===== config.mk =====
export PLATFORM = sky130hd
export DESIGN_NAME = gpu_mem_arbiter
export DESIGN_NICKNAME = d
export VERILOG_FILES = /design/src/rtl/gpu_mem_arb_pkg.sv /design/src/rtl/gpu_rr_picker.sv /design/src/rtl/gpu_mem_arbiter.sv
export SDC_FILE = /design/constraint.sdc
export NUM_CORES = 1
export LEC_CHECK = 0
export ABC_AREA = 1
export CAP_MARGIN = 0
export CORE_ASPECT_RATIO = 1.5
export CORE_UTILIZATION = 30
export CTS_CLUSTER_SIZE = 8
export DETAILED_ROUTE_END_ITERATION = 10
export PLACE_DENSITY_LB_ADDON = 0.25
export SLEW_MARGIN = 30
export SYNTH_ARGS = -nofsm -noshare
export SYNTH_HDL_FRONTEND = slang
export SYNTH_HIERARCHICAL = 1
export SYNTH_SLANG_ARGS = --single-unit

===== constraint.sdc =====
create_clock -name clk_clk -period 3.9 [get_ports clk_clk]
set_input_delay 0.78 -clock clk_clk [delete_from_list [all_inputs] [get_ports clk_clk]]
set_output_delay 0.78 -clock clk_clk [all_outputs]
set_load 0.1 [all_outputs]

===== src/rtl/gpu_mem_arb_pkg.sv =====
// Shared definitions for the GPU memory arbiter: bus widths, FSM state
// encoding and the read data returned for watchdog-aborted transactions.
package gpu_mem_arb_pkg;

  localparam int unsigned ADDR_W = 30;
  localparam int unsigned DATA_W = 32;
  localparam int unsigned BE_W   = 4;

  typedef enum logic [1:0] {
    ST_IDLE = 2'd0,
    ST_BUS  = 2'd1,
    ST_RESP = 2'd2
  } state_t;

  localparam logic [DATA_W-1:0] TIMEOUT_RDATA = 32'h0;

endpackage


===== src/rtl/gpu_rr_picker.sv =====
// Combinational round-robin select.
// Ports:
//   req        in   NUM_REQ  request vector
//   last_grant in   IDX_W    index granted most recently
//   grant      out  NUM_REQ  one-hot winner (0 when no request)
//   idx        out  IDX_W    binary winner index
//   any_req    out  1        at least one request present
// The search starts one past last_grant and wraps, so the most recent
// winner has the lowest priority.
module gpu_rr_picker #(
  parameter  int unsigned NUM_REQ = 3,
  localparam int unsigned IDX_W   = $clog2(NUM_REQ)
) (
  input  logic [NUM_REQ-1:0] req,
  input  logic [IDX_W-1:0]   last_grant,
  output logic [NUM_REQ-1:0] grant,
  output logic [IDX_W-1:0]   idx,
  output logic               any_req
);

  always_comb begin
    int unsigned cand;
    grant   = '0;
    idx     = '0;
    any_req = 1'b0;
    cand    = 0;
    for (int unsigned i = 1; i <= NUM_REQ; i++) begin
      // last_grant < NUM_REQ and i <= NUM_REQ, so one subtraction wraps
      cand = 32'(last_grant) + i;
      if (cand >= NUM_REQ) cand = cand - NUM_REQ;
      if (!any_req && req[cand]) begin
        any_req     = 1'b1;
        grant[cand] = 1'b1;
        idx         = IDX_W'(cand);
      end
    end
  end

endmodule


===== src/rtl/gpu_mem_arbiter.sv =====
// Round-robin arbiter sharing the GPU main external bus-master port among
// memory clients (0 = instruction fetch, 1 = vertex fetch, 2 = raster WB).
// Ports:
//   clk_clk, reset_reset_n          clock, synchronous active-low reset
//   req_valid/ready/write/addr/be/wdata  per-requester request channel
//   resp_valid/rdata/err            one-cycle completion pulse + data/abort flag
//   bus_address/byte_enable/read/write/write_data  registered bus master outputs
//   bus_acknowledge, bus_read_data  slave response
//   busy                            high whenever not IDLE
//   timeout_count                   saturating count of watchdog aborts
module gpu_mem_arbiter
  import gpu_mem_arb_pkg::*;
#(
  parameter int unsigned NUM_REQ        = 3,
  parameter int unsigned TIMEOUT_CYCLES = 1024
) (
  input  logic                      clk_clk,
  input  logic                      reset_reset_n,
  input  logic [NUM_REQ-1:0]        req_valid,
  output logic [NUM_REQ-1:0]        req_ready,
  input  logic [NUM_REQ-1:0]        req_write,
  input  logic [NUM_REQ*ADDR_W-1:0] req_addr,
  input  logic [NUM_REQ*BE_W-1:0]   req_be,
  input  logic [NUM_REQ*DATA_W-1:0] req_wdata,
  output logic [NUM_REQ-1:0]        resp_valid,
  output logic [DATA_W-1:0]         resp_rdata,
  output logic                      resp_err,
  output logic [ADDR_W-1:0]         bus_address,
  output logic [BE_W-1:0]           bus_byte_enable,
  output logic                      bus_read,
  output logic                      bus_write,
  output logic [DATA_W-1:0]         bus_write_data,
  input  logic                      bus_acknowledge,
  input  logic [DATA_W-1:0]         bus_read_data,
  output logic                      busy,
  output logic [15:0]               timeout_count
);

  localparam int unsigned IDX_W   = $clog2(NUM_REQ);
  localparam int unsigned WD_W    = (TIMEOUT_CYCLES > 0) ? $clog2(TIMEOUT_CYCLES + 1) : 1;
  localparam int unsigned WD_LAST = (TIMEOUT_CYCLES > 0) ? TIMEOUT_CYCLES - 1 : 0;

  state_t             state, state_next;
  logic [IDX_W-1:0]   last_grant, cur_idx, pick_idx;
  logic [NUM_REQ-1:0] pick_grant;
  logic               pick_any;
  logic [WD_W-1:0]    wd_cnt;
  logic               wd_hit;
  logic               accept, done_ok, done_to;

  logic [ADDR_W-1:0] addr_arr  [NUM_REQ];
  logic [BE_W-1:0]   be_arr    [NUM_REQ];
  logic [DATA_W-1:0] wdata_arr [NUM_REQ];

  for (genvar g = 0; g < NUM_REQ; g++) begin : g_unpack
    assign addr_arr[g]  = req_addr[g*ADDR_W +: ADDR_W];
    assign be_arr[g]    = req_be[g*BE_W +: BE_W];
    assign wdata_arr[g] = req_wdata[g*DATA_W +: DATA_W];
  end

  gpu_rr_picker #(.NUM_REQ(NUM_REQ)) u_picker (
    .req        (req_valid),
    .last_grant (last_grant),
    .grant      (pick_grant),
    .idx        (pick_idx),
    .any_req    (pick_any)
  );

  // The watchdog counts completed unacknowledged BUS cycles, so the
  // T-th strobe cycle without acknowledge is the one that aborts.
  assign wd_hit = (TIMEOUT_CYCLES != 0) && (wd_cnt == WD_W'(WD_LAST));

  always_comb begin
    state_next = state;
    accept     = 1'b0;
    done_ok    = 1'b0;
    done_to    = 1'b0;
    unique case (state)
      ST_IDLE: begin
        // Gated by reset so no requester sees a ready that is not honoured
        if (pick_any && reset_reset_n) begin
          accept     = 1'b1;
          state_next = ST_BUS;
        end
      end
      ST_BUS: begin
        if (bus_acknowledge) begin
          done_ok    = 1'b1;
          state_next = ST_RESP;
        end else if (wd_hit) begin
          done_to    = 1'b1;
          state_next = ST_RESP;
        end
      end
      ST_RESP: state_next = ST_IDLE;
      default: state_next = ST_IDLE;
    endcase
    req_ready = accept ? pick_grant : '0;
  end

  always_ff @(posedge clk_clk) begin
    if (!reset_reset_n) begin
      state           <= ST_IDLE;
      last_grant      <= IDX_W'(NUM_REQ - 1);
      cur_idx         <= '0;
      wd_cnt          <= '0;
      bus_address     <= '0;
      bus_byte_enable <= '0;
      bus_write_data  <= '0;
      bus_read        <= 1'b0;
      bus_write       <= 1'b0;
      resp_valid      <= '0;
      resp_rdata      <= '0;
      resp_err        <= 1'b0;
      busy            <= 1'b0;
      timeout_count   <= '0;
    end else begin
      state      <= state_next;
      busy       <= (state_next != ST_IDLE);
      resp_valid <= '0;

      if (accept) begin
        cur_idx         <= pick_idx;
        bus_address     <= addr_arr[pick_idx];
        bus_byte_enable <= be_arr[pick_idx];
        bus_write_data  <= wdata_arr[pick_idx];
        bus_read        <= ~req_write[pick_idx];
        bus_write       <= req_write[pick_idx];
        wd_cnt          <= '0;
      end

      if (state == ST_BUS && !done_ok && !done_to) begin
        wd_cnt <= wd_cnt + 1'b1;
      end

      if (done_ok || done_to) begin
        bus_read  <= 1'b0;
        bus_write <= 1'b0;
        resp_err  <= done_to;
        for (int unsigned i = 0; i < NUM_REQ; i++) begin
          resp_valid[i] <= (IDX_W'(i) == cur_idx);
        end
        if (done_to)        resp_rdata <= TIMEOUT_RDATA;
        else if (bus_write) resp_rdata <= '0;
        else                resp_rdata <= bus_read_data;
      end

      if (done_to && timeout_count != 16'hFFFF) begin
        timeout_count <= timeout_count + 16'd1;
      end

      if (state == ST_RESP) begin
        last_grant <= cur_idx;
      end
    end
  end

endmodule


==> results of run 1 <==
flip-flops by register name, summed over array words and instances (netlist names):
signal and cells:
bus_write_data 32, resp_rdata 32, bus_address 30, timeout_count 16, wd_cnt 11, bus_byte_enable 4, resp_valid 3, cur_idx 2
last_grant 2, state 2, bus_read 1, bus_write 1, busy 1, resp_err 1
final cells by class:
type                            instances  area, µm²
Inverter                               62        236
Timing Repair Buffer                  381       3770
Tap cell                              276        345
Clock inverter                         13        143
Sequential cell                       138       2760
Clock buffer                           19        443
Antenna cell                            2       5.00
Fill cell                            2221      11200
Multi-Input combinational cell        742       3610
through the flow:
step	cell area, µm²	worst slack (ns)	util (%)
2_1_floorplan	6940	0.0179	-
3_3_place_gp	10700	0.629	47.7
3_5_place_dp	10700	0.567	47.5
4_1_cts	11300	0.363	50.1
5_1_grt	11300	0.181	50.2
6_report	11300	0.406	50.2
path summary, 6_finish.rpt:
kind | startpoint | end | cells past startpoint
worst max-delay path | last_grant[0] | req_ready[2] | 11
worst min-delay path | wd_cnt[10] | wd_cnt[10] | 2
worst max register to register | last_grant[0] | bus_address[24] | 14
worst min register to register | wd_cnt[10] | wd_cnt[10] | 2
cells in the mapped netlist (3+ instances only):
cell type,number
nor2_2,5
ha_1,6
buf_6,4
nor2_4,3
buf_4,6
buf_2,25
inv_1,53
nor4_1,3
a21oi_1,159
dfxtp_1,138
or2_1,6
o21ai_0,108
a31oi_1,15
nor2_1,153
inv_2,7
nand2_1,177
nand4_1,12
nand3_1,51
o211ai_1,14
nand2_4,3
buf_1,8
or2_2,8
nand2_2,3
clkbuf_1,29
metal layers:
metal / GRT usage [%] / wire length, µm / up-vias / share of wire, %
met1: 26.4 / 11100 / 3644 / 40
met3: 6.70 / 2000 / 48 / 7.3
met5: 0 / 23 / - / 0.084
li1: - / - / 4015 / -
met2: 39.7 / 13700 / 290 / 50
met4: 9.64 / 803 / 4 / 2.9
kinds of logic after synthesis:
kind of cell / Yosys count / synth area share (%)
AO/OA/AOI/OAI: 302 / 22.8
flip-flops: 138 / 39.8
adder cells (fa/ha/maj): 6 / 1.08
XOR/XNOR: 2 / 0.253
buffers and inverters: 134 / 8.52
AND/OR/NAND/NOR: 432 / 27.5
cells in the final DEF, fill, tap and decap left out, types with 2 or more instances in the layout:
cell type | synthesis | layout
a21oi_1 | 159 | 159
a31oi_1 | 15 | 15
buf_12 | 0 | 4
buf_2 | 25 | 8
buf_4 | 6 | 17
bufinv_16 | 0 | 2
clkbuf_16 | 0 | 17
clkdlybuf4s50_1 | 0 | 351
clkinv_2 | 1 | 3
clkinv_4 | 0 | 2
clkinvlp_4 | 0 | 5
dfxtp_1 | 138 | 138
diode_2 | 0 | 2
ha_1 | 6 | 6
inv_1 | 53 | 52
inv_2 | 7 | 8
inv_6 | 0 | 2
nand2_1 | 177 | 175
nand2_2 | 3 | 5
nand2_4 | 3 | 3
nand3_1 | 51 | 51
nand3_4 | 2 | 2
nand4_1 | 12 | 12
nor2_1 | 153 | 153
nor2_2 | 5 | 4
nor2_4 | 3 | 4
nor2_8 | 2 | 2
nor4_1 | 3 | 3
o211ai_1 | 14 | 14
o21ai_0 | 108 | 108
o21ai_2 | 2 | 2
or2_1 | 6 | 6
or2_2 | 8 | 8
power groups by stage:
stage          sequential [W]  combinational [W]  clock [W]
5_1_grt               0.00161            0.00210    0.00173
2_1_floorplan         0.00244           0.000526          0
3_5_place_dp          0.00162            0.00200          0
6_report              0.00160            0.00199    0.00164
4_1_cts               0.00160            0.00200    0.00168
3_3_place_gp          0.00162            0.00200          0
critical path: stages, from the launching register on:
cell and delay, ns:
dfxtp_1 0.41, inv_1 0.14, ha_1 0.51, nand2_1 0.15, nand3_4 0.13, nand2_4 0.07
nand2_4 0.08, clkinv_2 0.06, nand2_1 0.10, nand4_4 0.18, nor2_1 0.25, buf_12 0.21
==> flow_summary.json, run 1 <==
{
  "status": "complete, no violations",
  "yosysSeqAreaShare_pct": 39.8,
  "switching_share_pct": 40.9,
  "drv_slew": 0,
  "grt-ovfl-total": 0,
  "path_clk_slew_ns": 0.06,
  "cp_max_fo": 9,
  "power_density_mw_per_mm2": 462,
  "cts_root_buf": "clkbuf_16",
  "ys_types": 39,
  "critPathCaptureType": "primary output",
  "core_area_mm2": 0.0226,
  "instances_no_fill": 1633,
  "max_freq_mhz": 286,
  "grt_start_max_net_pins": 67,
  "drtIter0Drc": 330,
  "viasPerCell": 4.90,
  "synth_edf_count": 0,
  "gp_congestion": 0.891,
  "setup_tns_ns": 0,
  "drc": 0,
  "die_h_um": 188,
  "placed_cells": 1598,
  "synthFlopType": "dfxtp_1",
  "yosysTopAreaCell": "dfxtp_1",
  "post_cts_resized": 0,
  "relSlewSlack_pct": 30.9,
  "cts_setup_buffers": 0,
  "worstPathArrival_ns": 2.71,
  "cts_made_buffers": 17,
  "clk_latency_ns": 0.42,
  "netlist_area_mm2": 0.00694,
  "hold_slack_ns": 0.449,
  "cts_max_path_buffers": 2,
  "antenna_left": 0,
  "drt_wl_total_mm": 27.5,
  "grt_antenna_before_repair": 3,
  "start_util_pct": 30.8,
  "setup_violations": 0,
  "period_share_pct": 89.6,
  "leakage_nw": 4.31,
  "holdBufCountCts": 0,
  "io_buffer_count": 362,
  "avgSynthCellArea_um2": 6.84,
  "p_int_w": 0.00309,
  "drt-pass1-iter-count": 5,
  "ys_ff_latch": 138,
  "track_usage_pct": 23.0,
  "power_frac_comb_pct": 38.1,
  "yosysWarningCount": 6,
  "dp_hpwl_mm": 20.2,
  "cap_violations": 0,
  "hold_viol_final": 0,
  "worst-endpoint-required_ns": 3.12,
  "worst_hold_path_type": "reg -> reg",
  "ioPinCount": 363,
  "seqPwrFrac_pct": 30.6,
  "crit_path_start_kind": "flop",
  "synth.area.top_cells": "dfxtp_1 40%, a21oi_1 11%, nand2_1 9.6%",
  "syn_nets": 1259,
  "power.total_w": 0.00522,
  "rsz0062_at_grt": "no",
  "die_area_mm2": 0.0237,
  "clkPwrFrac_pct": 31.3,
  "cts_num_sinks": 138,
  "area_delta_synth_final_pct": 63.1,
  "cts_tree": "done",
  "vdd_ir_drop_max_mv": 0.265,
  "skew_ns": 0.0129,
  "row_count": 67,
  "nets": 1587,
  "netlist_instances": 1014,
  "grt_pass1_vias": 7727,
  "synthArstFlopShare_pct": 0,
  "r2r_slack_ns": 0.98,
  "wire_per_inst_um": 16.9,
  "vias": 8001,
  "h-tree-depth": 4,
  "grt_pass1_wl_mm": 42.4,
  "path_class": "reg -> out",
  "final.min_clock_period_ns": 3.49,
  "drive_gt1_share_pct": 7.75,
  "synth_top_area_share_pct": 39.8,
  "p_switching_w": 0.00214,
  "tightest_slew_ns": 1.03,
  "die_w_um": 126
}
(Power assumes the default switching activity.)
==> run 2: changes to the inputs <==
SLEW_MARGIN = 20   (was 30)
==> flow_summary.json, run 2 (synthesis results as in run 1) <==
{
  "status": "complete, no violations",
  "row_count": 67,
  "cts_setup_buffers": 0,
  "most-common-layout-cells": "358 x clkdlybuf4s50_1, 175 x nand2_1, 159 x a21oi_1",
  "leakage_nw": 4.31,
  "utilization_pct": 50.4,
  "clk_latency_ns": 0.42,
  "drc": 0,
  "grt_pass1_wl_mm": 42.2,
  "wire_per_inst_um": 17.0,
  "rsz0062_at_grt": "no",
  "drv_slew": 0,
  "drt_wl_total_mm": 27.8,
  "setup_violations": 0,
  "reg2reg_from": "last_grant[0]",
  "drt-pass1-iter-count": 5,
  "max_freq_mhz": 284,
  "final_common_cell": "clkdlybuf4s50_1",
  "seqPwrFrac_pct": 30.2,
  "tightest_slew_ns": 1.14,
  "viasPerCell": 4.92,
  "worst_hold_path_type": "reg -> reg",
  "skew_ns": 0.0134,
  "path_clk_slew_ns": 0.06,
  "grt_util_met1_pct": 26.1,
  "post_cts_resized": 0,
  "holdBufCountCts": 0,
  "area_delta_synth_final_pct": 63.8,
  "hold_viol_final": 0,
  "io_buffer_count": 362,
  "gp_congestion": 0.891,
  "clkPwrFrac_pct": 32.0,
  "track_usage_pct": 23.0,
  "cap_violations": 0,
  "final.min_clock_period_ns": 3.52,
  "rr_worst_depth": 13,
  "grt-ovfl-total": 0,
  "path_class": "reg -> out",
  "grt_start_max_net_pins": 67,
  "grtUsageMet2_pct": 39.7,
  "crit_start": "last_grant[0]",
  "cts_tree": "done",
  "cp_max_fo": 9,
  "die_w_um": 126,
  "grt_pass1_vias": 7742,
  "critPathCapture": "req_ready[2]",
  "min_path_cells": 2,
  "p_switching_w": 0.00214,
  "cts_made_buffers": 17,
  "r2r_slack_ns": 0.94,
  "dp_hpwl_mm": 20.3,
  "die_h_um": 188,
  "start_util_pct": 30.8,
  "die_area_mm2": 0.0237,
  "p_int_w": 0.00316,
  "r2r_end": "bus_address[13]",
  "cts_root_buf": "clkbuf_16",
  "drive_gt1_share_pct": 7.16,
  "switching_share_pct": 40.3,
  "met3_usage_pct": 6.90,
  "vdd_ir_drop_max_mv": 0.273,
  "drtIter0Drc": 377,
  "vias": 8029,
  "power_density_mw_per_mm2": 466,
  "cts_num_sinks": 138,
  "ioPinCount": 363,
  "cts_max_path_buffers": 2,
  "relSlewSlack_pct": 23.5,
  "worst-endpoint-required_ns": 3.12,
  "setup_tns_ns": 0,
  "largestRegisters": "bus_write_data: 32 flops, resp_rdata: 32 flops, bus_address: 30 flops",
  "crit_path_start_kind": "flop",
  "core_area_mm2": 0.0226,
  "power_frac_comb_pct": 37.8,
  "nets": 1586,
  "grt_antenna_before_repair": 4,
  "antenna_left": 0,
  "h-tree-depth": 4,
  "period_share_pct": 90.4,
  "critPathCaptureType": "primary output",
  "worstPathArrival_ns": 2.74,
  "top_usage_layer": "met2"
}
-- run 2: cell types whose count changed in the layout (fill, tap and decap cells not counted) --
cell and delta:
bufinv_16 +1, clkinv_4 -1, buf_2 -7, inv_6 +1, buf_6 -1, clkdlybuf4s50_1 +7, clkinvlp_4 -1, diode_2 +1
-- run 2: how the worst min path moves through the flow --
stage          startpoint            end  slack, ns
2_1_floorplan  cur_idx[0]  resp_valid[2]       0.42
3_3_place_gp   cur_idx[0]  resp_valid[0]       0.43
3_5_place_dp   wd_cnt[10]     wd_cnt[10]       0.44
4_1_cts        wd_cnt[10]     wd_cnt[10]       0.45
5_1_grt        cur_idx[0]  resp_valid[0]       0.47
6_report       wd_cnt[10]     wd_cnt[10]       0.45
-- run 2: per-layer routing --
metal / up-vias / part of all wire (%)
met5: - / 0.036
met4: 2 / 3.4
li1: 4022 / -
met1: 3637 / 39
met3: 47 / 7.9
met2: 321 / 49
-- run 2: per-stage QoR --
step	hold WS [ns]	setup slack [ns]	cell area, µm²	std cells	total power, W
after CTS	0.451	0.356	11400	1630	0.00535
after global routing	0.470	0.164	11400	1632	0.00551
after detailed placement	0.440	0.557	10700	1598	0.00363
after floorplan	0.423	0.0179	6940	1014	0.00297
final	0.449	0.376	11400	1633	0.00530
after global placement	0.432	0.629	10700	1598	0.00363
-- run 2: power groups by stage --
stage                     logic (W)  clock network, W  registers, W
after floorplan            0.000526                 0       0.00244
after global placement      0.00200                 0       0.00162
after detailed placement    0.00201                 0       0.00162
after CTS                   0.00201           0.00174       0.00160
after global routing        0.00211           0.00179       0.00161
final                       0.00200           0.00170       0.00160
-- run 2: cell type report --
type                            instances  area [µm²]
Fill cell                            2203       11200
Timing Repair Buffer                  380        3800
Multi-Input combinational cell        742        3610
Sequential cell                       138        2760
Clock buffer                           19         443
Tap cell                              276         345
Inverter                               62         236
Clock inverter                         13         165
Antenna cell                            3        7.51
-- run 2: critical path, cell delays in order, from the launching register on --
cell      delay, ns
dfxtp_1        0.42
inv_1          0.14
ha_1           0.51
nand2_1        0.15
nand3_4        0.13
nand2_4        0.07
nand2_4        0.08
clkinv_2       0.06
nand2_1        0.10
nand4_4        0.18
nor2_1         0.26
buf_12         0.21
==> run 3: changes to the inputs <==
GPL_TIMING_DRIVEN = 0   (was default)
SLEW_MARGIN = default   (was 20)
==> flow_summary.json, run 3 (synthesis results as in run 1) <==
{
  "cpMostUsedCell": "buf_2",
  "clk_latency_ns": 0.43,
  "holdBufCountCts": 0,
  "area_delta_synth_final_pct": 66.7,
  "path_cells": "clkdlybuf4s50_1 -> inv_1 -> o21ai_1 -> nand2_2 -> nand2_4 -> clkinv_2 -> nand2_1 -> nand4_2 -> buf_2 -> buf_2 -> nor2_1 -> buf_6",
  "critical_path.max_stage_delay_ns": 0.55,
  "hold_viol_final": 0,
  "drv_slew": 0,
  "relSlewSlack_pct": 23.8,
  "max_freq_mhz": 265,
  "final.min_clock_period_ns": 3.78,
  "critPathCaptureType": "primary output",
  "antenna_left": 0,
  "path_class": "in -> out",
  "setup_violations": 0,
  "worst-endpoint-required_ns": 3.12,
  "most-common-layout-cells": "358 x clkdlybuf4s50_1, 177 x nand2_1, 159 x a21oi_1",
  "cap_violations": 0,
  "worstPathArrival_ns": 3.00,
  "io_buffer_count": 361,
  "met3_usage_pct": 7.75,
  "status": "complete, no violations",
  "cts_num_sinks": 138,
  "r2r_end": "bus_byte_enable[0]",
  "grt-ovfl-total": 0,
  "dp_hpwl_mm": 23.5,
  "skew_ns": 0.00801,
  "grt_antenna_before_repair": 3,
  "tightest_slew_ns": 1.14,
  "viasPerCell": 4.90,
  "setup_tns_ns": 0,
  "rsz0062_at_grt": "no",
  "core_area_mm2": 0.0226,
  "fillCellCount": 2239,
  "period_share_pct": 96.8,
  "grt_start_max_net_pins": 17,
  "nets": 1639,
  "cts_tree": "done",
  "row_count": 67,
  "reg2reg_from": "last_grant[0]",
  "cpMaxStageDelayCell": "clkdlybuf4s50_1",
  "grt_pass1_vias": 7996,
  "cp_max_fo": 10,
  "start_util_pct": 30.8,
  "ioPinCount": 363,
  "h-tree-depth": 4,
  "grt_util_met1_pct": 26.1,
  "wire_per_inst_um": 17.6,
  "die_w_um": 126,
  "grt_pass1_wl_mm": 44.7,
  "die_h_um": 188,
  "drtIter0Drc": 295,
  "worst_hold_path_type": "reg -> reg",
  "track_usage_pct": 24.8,
  "drt_wl_total_mm": 29.7,
  "cts_made_buffers": 17,
  "vdd_ir_drop_max_mv": 0.327,
  "cts_root_buf": "clkbuf_16",
  "drt-pass1-iter-count": 5,
  "leakage_nw": 4.44,
  "path_clk_slew_ns": 0.06,
  "power.total_w": 0.00545,
  "grtUsageMet2_pct": 45.0,
  "drc": 0,
  "multiInputGateArea_mm2": 0.00358,
  "gp_congestion": 0.912,
  "seq_area_mm2": 0.00276,
  "crit_start": "req_valid[2]",
  "top_usage_layer": "met2",
  "vias": 8269,
  "drive_gt1_share_pct": 7.89,
  "cts_max_path_buffers": 2,
  "die_area_mm2": 0.0237,
  "power_density_mw_per_mm2": 471,
  "crit_path_start_kind": "input port",
  "r2r_slack_ns": 0.90,
  "rr_worst_depth": 17,
  "largestRegisters": "bus_write_data: 32 flops, resp_rdata: 32 flops, bus_address: 30 flops",
  "critPathCapture": "req_ready[2]",
  "final_common_cell": "clkdlybuf4s50_1"
}
[run 3: changes by cell type in the layout (fill, tap and decap cells not counted), sizes merged, moves of 2 or more]
cell,previous run,this run
buf,22,46
bufinv,3,5
clkbuf,19,49
clkinv,4,7
clkinvlp,4,1
inv,64,61
[run 3: critical path: cells and delay by family]
family	cells	cell delay [ns]
buf+inv	6	1.43
simple gates	5	0.58
compound gates	1	0.19
[run 3: metal layers]
metal | part of all wire, % | up-vias
met4 | 3.5 | 0
met5 | 0 | -
met2 | 51 | 349
met3 | 8.3 | 55
met1 | 38 | 3731
li1 | - | 4134
[run 3: through the flow]
stage	cells	hold slack, ns	utilization [%]	area [µm²]	worst slack (ns)
5_1_grt	1685	0.474	51.2	11600	0.00621
6_report	1687	0.454	51.3	11600	0.125
4_1_cts	1683	0.448	51.2	11500	0.0199
2_1_floorplan	1014	0.423	-	6940	0.0179
3_3_place_gp	1651	0.437	48.3	10900	-0.705
3_5_place_dp	1651	0.439	48.3	10900	-0.767
[run 3: cell type report]
class / instances / share of cell area (%)
multi-input cells: 742 / 31.0
plain buffers: 72 / 3.06
clock inverters: 12 / 1.69
flip-flops and latches: 138 / 23.9
diodes: 4 / 0.0866
repair buffers: 361 / 31.3
well taps: 276 / 2.99
clock buffers: 20 / 3.95
inverters: 62 / 2.05
[run 3: repair_timing]
action                                  in CTS  in global routing
endpoints found under the setup margin       3                  3
buffers inserted                             0                  0
resized for setup                           18                  4
[run 3: worst min path at each step]
stage	end	from	depth (start not counted)	slack, ns
final	resp_valid[0]	cur_idx[0]	1	0.45
after CTS	resp_valid[2]	cur_idx[0]	1	0.45
after global routing	resp_rdata[29]	resp_rdata[29]	2	0.47
after global placement	resp_valid[2]	cur_idx[0]	1	0.44
after floorplan	resp_valid[2]	cur_idx[0]	1	0.42
after detailed placement	resp_valid[2]	cur_idx[0]	1	0.44
[run 3: power breakdown]
part / internal, W / switching, W
logic: 0.000611 / 0.00142
registers: 0.00153 / 0.0000668
clock network: 0.00117 / 0.000650
